$ cat config.mk
export PLATFORM = sky130hd
export DESIGN_NAME = subgraph_info_writer
export DESIGN_NICKNAME = d
export VERILOG_FILES = /design/src/rtl/subgraph_info_writer_pkg.sv /design/src/rtl/subgraph_info_writer.sv
export SDC_FILE = /design/constraint.sdc
export NUM_CORES = 1
export LEC_CHECK = 0
export BUFFER_PORTS_ARGS = -buffer_cell sky130_fd_sc_hd__buf_2
export CORE_MARGIN = 2
export CORE_UTILIZATION = 50
export DETAILED_ROUTE_END_ITERATION = 7
export PLACE_DENSITY = 0.78
export SETUP_SLACK_MARGIN = 0.02
export SLEW_MARGIN = 40
export SYNTH_ARGS = -nofsm -noshare
export SYNTH_HDL_FRONTEND = slang
export SYNTH_SLANG_ARGS = --single-unit
export TNS_END_PERCENT = 1
$ cat constraint.sdc
create_clock -name clk -period 1.9 [get_ports clk]
set_input_delay 0 -clock clk [delete_from_list [all_inputs] [get_ports clk]]
set_output_delay 0 -clock clk [all_outputs]
set_load 0.01 [all_outputs]
$ cat src/rtl/subgraph_info_writer_pkg.sv
// Shared SPMM package for the per-subgraph info writer.
//   - writer FSM state encoding
//   - width helpers for NUM_NODE_W, OFFSET_W, ADDR_W, CNT_W and the record width
//   - record layout at the default parameter values
// Optional feature macro: SUBGRAPH_OFFSET_EN (appends the cumulative node offset
// in the MSBs of each record).
package subgraph_info_writer_pkg;

    localparam int DEF_NUM_SUBGRAPHS = 2708;
    localparam int DEF_MAX_NODES     = 168;
    localparam int DEF_TOTAL_NODES   = 13264;

`ifdef SUBGRAPH_OFFSET_EN
    localparam bit OFFSET_EN = 1'b1;
`else
    localparam bit OFFSET_EN = 1'b0;
`endif

    typedef enum logic [1:0] {
        IDLE  = 2'd0,
        WRITE = 2'd1,
        WAIT  = 2'd2,
        FULL  = 2'd3
    } sgw_state_e;

    function automatic int num_node_w(input int max_nodes);
        return $clog2(max_nodes + 1);
    endfunction

    function automatic int offset_w(input int total_nodes);
        return $clog2(total_nodes + 1);
    endfunction

    function automatic int addr_w(input int num_subgraphs);
        return (num_subgraphs > 1) ? $clog2(num_subgraphs) : 1;
    endfunction

    function automatic int cnt_w(input int num_subgraphs);
        return $clog2(num_subgraphs + 1);
    endfunction

    function automatic int din_w(input int max_nodes, input int total_nodes);
        return num_node_w(max_nodes) + (OFFSET_EN ? offset_w(total_nodes) : 0);
    endfunction

    // Record layout at default widths; the writer builds the same layout at
    // its own parameter widths.
`ifdef SUBGRAPH_OFFSET_EN
    typedef struct packed {
        logic [offset_w(DEF_TOTAL_NODES)-1:0] offset;
        logic [num_node_w(DEF_MAX_NODES)-1:0] num_node;
    } sgw_rec_t;
`else
    typedef struct packed {
        logic [num_node_w(DEF_MAX_NODES)-1:0] num_node;
    } sgw_rec_t;
`endif

endpackage

$ cat src/rtl/subgraph_info_writer.sv
// Per-subgraph info writer for the SPMM stage.
// Captures num_node on every source beat (src_flag && spmm_vld_i) and writes one
// record per subgraph into the num-node BRAM at consecutive addresses, one record
// per cycle. Stops in FULL after NUM_SUBGRAPHS records; layer_start_i restarts.
// Optional feature macro: SUBGRAPH_OFFSET_EN -> record is {offset, num_node}
// where offset is the running node total before this subgraph.
// Ports:
//   clk, rst_n            clock, synchronous active-low reset
//   layer_start_i         clears address, count and offset; returns to IDLE
//   spmm_vld_i, src_flag  node beat valid / first node of a subgraph
//   num_node              node count, sampled on source beats
//   num_node_bram_*       BRAM write port (din, ena, addra)
//   subgraph_cnt_o        records written this layer
//   full_o                all records of the layer written
//   layer_done_o          pulse on entry to FULL
//   drop_o                pulse: source beat discarded while full
//   range_err_o           pulse in a write cycle with num_node 0 or > MAX_NODES
module subgraph_info_writer
    import subgraph_info_writer_pkg::*;
#(
    parameter int NUM_SUBGRAPHS = DEF_NUM_SUBGRAPHS,
    parameter int MAX_NODES     = DEF_MAX_NODES,
    parameter int TOTAL_NODES   = DEF_TOTAL_NODES,
    localparam int NUM_NODE_W   = num_node_w(MAX_NODES),
    localparam int ADDR_W       = addr_w(NUM_SUBGRAPHS),
    localparam int CNT_W        = cnt_w(NUM_SUBGRAPHS),
    localparam int DIN_W        = din_w(MAX_NODES, TOTAL_NODES)
) (
    input  logic                  clk,
    input  logic                  rst_n,
    input  logic                  layer_start_i,
    input  logic                  spmm_vld_i,
    input  logic                  src_flag,
    input  logic [NUM_NODE_W-1:0] num_node,
    output logic [DIN_W-1:0]      num_node_bram_din,
    output logic                  num_node_bram_ena,
    output logic [ADDR_W-1:0]     num_node_bram_addra,
    output logic [CNT_W-1:0]      subgraph_cnt_o,
    output logic                  full_o,
    output logic                  layer_done_o,
    output logic                  drop_o,
    output logic                  range_err_o
);

    sgw_state_e            state_q, state_d;
    logic [NUM_NODE_W-1:0] cap_q, cap_d;
    logic [ADDR_W-1:0]     addr_q, addr_d;
    logic [CNT_W-1:0]      cnt_q, cnt_d;
    logic                  done_q, done_d;
    logic                  drop_q, drop_d;
    logic                  src_beat;
    logic                  last_rec;

`ifdef SUBGRAPH_OFFSET_EN
    localparam int OFFSET_W = offset_w(TOTAL_NODES);
    logic [OFFSET_W-1:0]   offset_q, offset_d;
`endif

    assign src_beat = src_flag && spmm_vld_i;
    assign last_rec = (cnt_q == CNT_W'(NUM_SUBGRAPHS - 1));

    always_comb begin
        state_d  = state_q;
        cap_d    = cap_q;
        addr_d   = addr_q;
        cnt_d    = cnt_q;
        done_d   = 1'b0;
        drop_d   = 1'b0;
`ifdef SUBGRAPH_OFFSET_EN
        offset_d = offset_q;
`endif
        if (layer_start_i) begin
            // The write decoded from WRITE this cycle still goes out at the old
            // address; only the bookkeeping restarts.
            state_d  = IDLE;
            addr_d   = '0;
            cnt_d    = '0;
`ifdef SUBGRAPH_OFFSET_EN
            offset_d = '0;
`endif
        end else begin
            unique case (state_q)
                IDLE, WAIT: begin
                    if (src_beat) begin
                        cap_d   = num_node;
                        state_d = WRITE;
                    end
                end
                WRITE: begin
                    addr_d   = addr_q + ADDR_W'(1);
                    cnt_d    = cnt_q + CNT_W'(1);
`ifdef SUBGRAPH_OFFSET_EN
                    offset_d = offset_q + OFFSET_W'(cap_q);
`endif
                    if (last_rec) begin
                        state_d = FULL;
                        done_d  = 1'b1;
                        drop_d  = src_beat;
                    end else if (src_beat) begin
                        cap_d   = num_node;
                    end else begin
                        state_d = WAIT;
                    end
                end
                FULL: begin
                    drop_d = src_beat;
                end
                default: state_d = IDLE;
            endcase
        end
    end

    always_ff @(posedge clk) begin
        if (!rst_n) begin
            state_q  <= IDLE;
            cap_q    <= '0;
            addr_q   <= '0;
            cnt_q    <= '0;
            done_q   <= 1'b0;
            drop_q   <= 1'b0;
`ifdef SUBGRAPH_OFFSET_EN
            offset_q <= '0;
`endif
        end else begin
            state_q  <= state_d;
            cap_q    <= cap_d;
            addr_q   <= addr_d;
            cnt_q    <= cnt_d;
            done_q   <= done_d;
            drop_q   <= drop_d;
`ifdef SUBGRAPH_OFFSET_EN
            offset_q <= offset_d;
`endif
        end
    end

    assign num_node_bram_ena   = (state_q == WRITE);
    assign num_node_bram_addra = addr_q;
`ifdef SUBGRAPH_OFFSET_EN
    assign num_node_bram_din   = {offset_q, cap_q};
`else
    assign num_node_bram_din   = cap_q;
`endif
    assign subgraph_cnt_o      = cnt_q;
    assign full_o              = (state_q == FULL);
    assign layer_done_o        = done_q;
    assign drop_o              = drop_q;
    assign range_err_o         = num_node_bram_ena &&
                                 ((cap_q == '0) || (cap_q > NUM_NODE_W'(MAX_NODES)));

endmodule
==> impl_metrics.toml <==
[timing]
fin_crit_sh_pct = 93.54
worst_slack_ns = 0.1228
finalClockSkew_ns = 0.009118
report.final.slew_viol_count = 0
max_freq_ghz = 0.5627
setup-violations-final = 0
finalCriticalPeriod_ns = 1.777
rsz0062_at_grt = "false"
tns_ns = 0
slew_headroom_pct = 63.05
tightestPinTransition_ns = 0.5525
hold_violations = 0

[placed_design]
port_buffers = 49
dp_hpwl_um = 2476
place_congestion = 0.7407
pre_cts_slack_ns = 0.1037

[route]
drc_errors = 0
num_vias = 1471
ant_nets = 0
avgRoutedWirePerCell_um = 11.97
firstDrtPassIters = 4
viasPerCell = 5.055
wl_um = 3484
drt_iter0_drc = 50

[hold_path]
hold_class = "in -> reg"
hold_end = "num_node_bram_din[3]"
worst_hold_path.num_cells = 3
min_from = "layer_start_i"

[worst_setup_path]
crit_fanout = 5
criticalPathCategory = "reg -> reg"
critPathCaptureType = "flip-flop"
reg2reg_depth = 3
critical_path_buf_inv_count = 0
cp.required_ns = 2.16
reg2reg_to = "state_q[1]"
max_stage_delay_ns = 0.57
r2r-start = "subgraph_cnt_o[3]"
cp-start-kind = "flip-flop"
cp_cell_sequence = "or4b_4 > or4_1 > a211oi_2"
arrival_ns = 2.04
crit_slowest_cell = "or4_1"
rrSetupSlack_ns = 0.12
cp_top_family = "simple AND/OR/NAND/NOR gates"

[global_routing]
grt_busiest_layer = "met2"
grt_max_degree = 29
grt_pass1_vias = 1284
grt.met3_usage_pct = 5.757
use_met1_pct = 24.34
track_usage_pct = 20.95
antenna_found_initial = 0
grt_pass1_wl_um = 5609
grt_overflow = 0
gr-usage-met2_pct = 35.18

[status]
outcome = "finished, final reports clean"

[synth]
synth_edf_count = 0
synth_area_leader_cell = "dfxtp_1"
avgSynthCellArea_sq_um = 8.875
yosys.cell_types.count = 32
ys_seq_elements = 36
syn-cell-area_sq_um = 1615
synth_common_cells = "dfxtp_1 (36), nand2_1 (31), nor2_1 (21), xor2_1 (13)"
synth-seq-area-share_pct = 44.62
syn-num-nets = 197
async_reset_ff_share_pct = 0
synthCells = 182
ys_warn_count = 0
netlist.area_leader.share_pct = 44.62
yosysMostFrequentCell = "dfxtp_1"
ys.flop_type = "dfxtp_1"
yosys-top-cells-area = "dfxtp_1 (45%), nand2_1 (7.2%), xor2_1 (7.0%)"

[finish]
nFillCells = 270
nNetsFinal = 261
drive_gt1_share_pct = 27.94
diodes = 0
area_growth_pct = 29.90

[clocking]
numCtsBuffers = 5
clock_sinks = 36
clk_latency_ns = 0.33
clockRootBuffer = "clkbuf_4"
clk_transition_reported_paths_ns = 0.11
cts_buffer_depth = 2
htreeDepth = 2
tritoncts = "yes"

[floorplan]
die_area_sq_um = 3702
core_area_sq_um = 3053
fp.dieW_um = 60.84
start_util_pct = 52.91
io_pins = 50
rows = 20
die_h_um = 60.84

[flow_run]
drv_cap = 0

[pwr]
power.density_nw_per_um2 = 656.6
finalPower_uw = 1378
p_leak_uw = 0.0009346
ir_drop_v = 0.0004162
per-stage QoR:
step	cell area, sq um	std cells	hold WS [ns]	utilization [%]
after global routing	2098	291	0.008907	68.73
final	2098	291	0.01822	68.73
after floorplan	1615	182	0.1421	-
after CTS	2097	291	0.01239	68.69
after detailed placement	1941	275	0.2532	63.57
after global placement	1941	275	0.2507	63.57
worst reg2reg max path, cell delays in order, from the launching register on:
cell	delay, ns
dfxtp_1	0.37
or4b_4	0.55
or4_1	0.57
a211oi_2	0.23
cell families after synthesis:
logic type,synth area share [%]
AND/OR/NAND/NOR,28.12
flip-flops,44.62
XOR/XNOR,10.84
AO/OA/AOI/OAI,7.282
buffers and inverters,2.633
multiplexers,4.958
adder cells (fa/ha/maj),1.549
layout make-up:
| cell class | instances | area, sq um | area share (%) |
|---|---|---|---|
| clock buffer | 6 | 41.29 | 1.968 |
| clock inverter | 2 | 35.03 | 1.670 |
| inverter | 4 | 15.01 | 0.7156 |
| multi-input combinational | 135 | 852.1 | 40.61 |
| sequential | 36 | 721.9 | 34.41 |
| tap | 44 | 55.05 | 2.624 |
| timing repair buffer | 64 | 377.9 | 18.01 |
worst max path at each step:
stage | startpoint | endpoint | slack (ns) | cells past startpoint
6_report | subgraph_cnt_o[3] | state_q[1] | 0.12 | 3
5_1_grt | subgraph_cnt_o[1] | num_node_bram_din[1] | 0.03 | 5
4_1_cts | subgraph_cnt_o[3] | num_node_bram_din[1] | 0.07 | 4
3_5_place_dp | subgraph_cnt_o[3] | num_node_bram_din[5] | 0.10 | 4
3_3_place_gp | subgraph_cnt_o[3] | num_node_bram_din[6] | 0.15 | 4
2_1_floorplan | subgraph_cnt_o[2] | num_node_bram_din[0] | 0.13 | 4
metal layers:
layer | share of wire, % | vias to the layer above
met5 | 0 | -
met4 | 2.8 | 0
met3 | 4.9 | 9
met2 | 49 | 40
met1 | 43 | 672
li1 | - | 750
state kept, by name, summed over array words and instances (netlist names):
signal,cells
drop_o,1
layer_done_o,1
num_node_bram_din,8
state_q,2
num_node_bram_addra,12
subgraph_cnt_o,12
report_power, final:
| part | switching (uW) | total, uW | leakage, uW | internal (uW) |
|---|---|---|---|---|
| registers | 7.58 | 769 | 0.000291 | 762 |
| logic | 44.7 | 87.0 | 0.000601 | 42.4 |
| clock network | 246 | 522 | 0.0000422 | 276 |
| total | 298 | 1380 | 0.000935 | 1080 |
cells in the final DEF (no fill, tap or decap), drive strengths merged:
cell type and n:
a211oi 2, a21o 1, a21oi 8, and2 3, and3 2, and4 1, and4b 2, buf 56
bufinv 1, clkbuf 6, clkinv 1, dfxtp 36, dlygate4sd3 8, ha 2, inv 4, mux2i 8
nand2 31, nand2b 2, nand3 6, nand4 6, nand4b 2, nor2 21, nor3 4, nor4 3
nor4b 1, o21ai 2, o41ai 1, or3 4, or4 2, or4b 1, xnor2 7, xor2 13
repair_timing:
| action | CTS | global route |
|---|---|---|
| endpoints found under the hold margin | 8 | 0 |
| endpoints found under the setup margin | 0 | 8 |
| hold buffers | 8 | 0 |
| buffers inserted | 0 | 0 |
| resized for setup | 0 | 1 |
No activity file was read; power rests on OpenSTA's default activity.
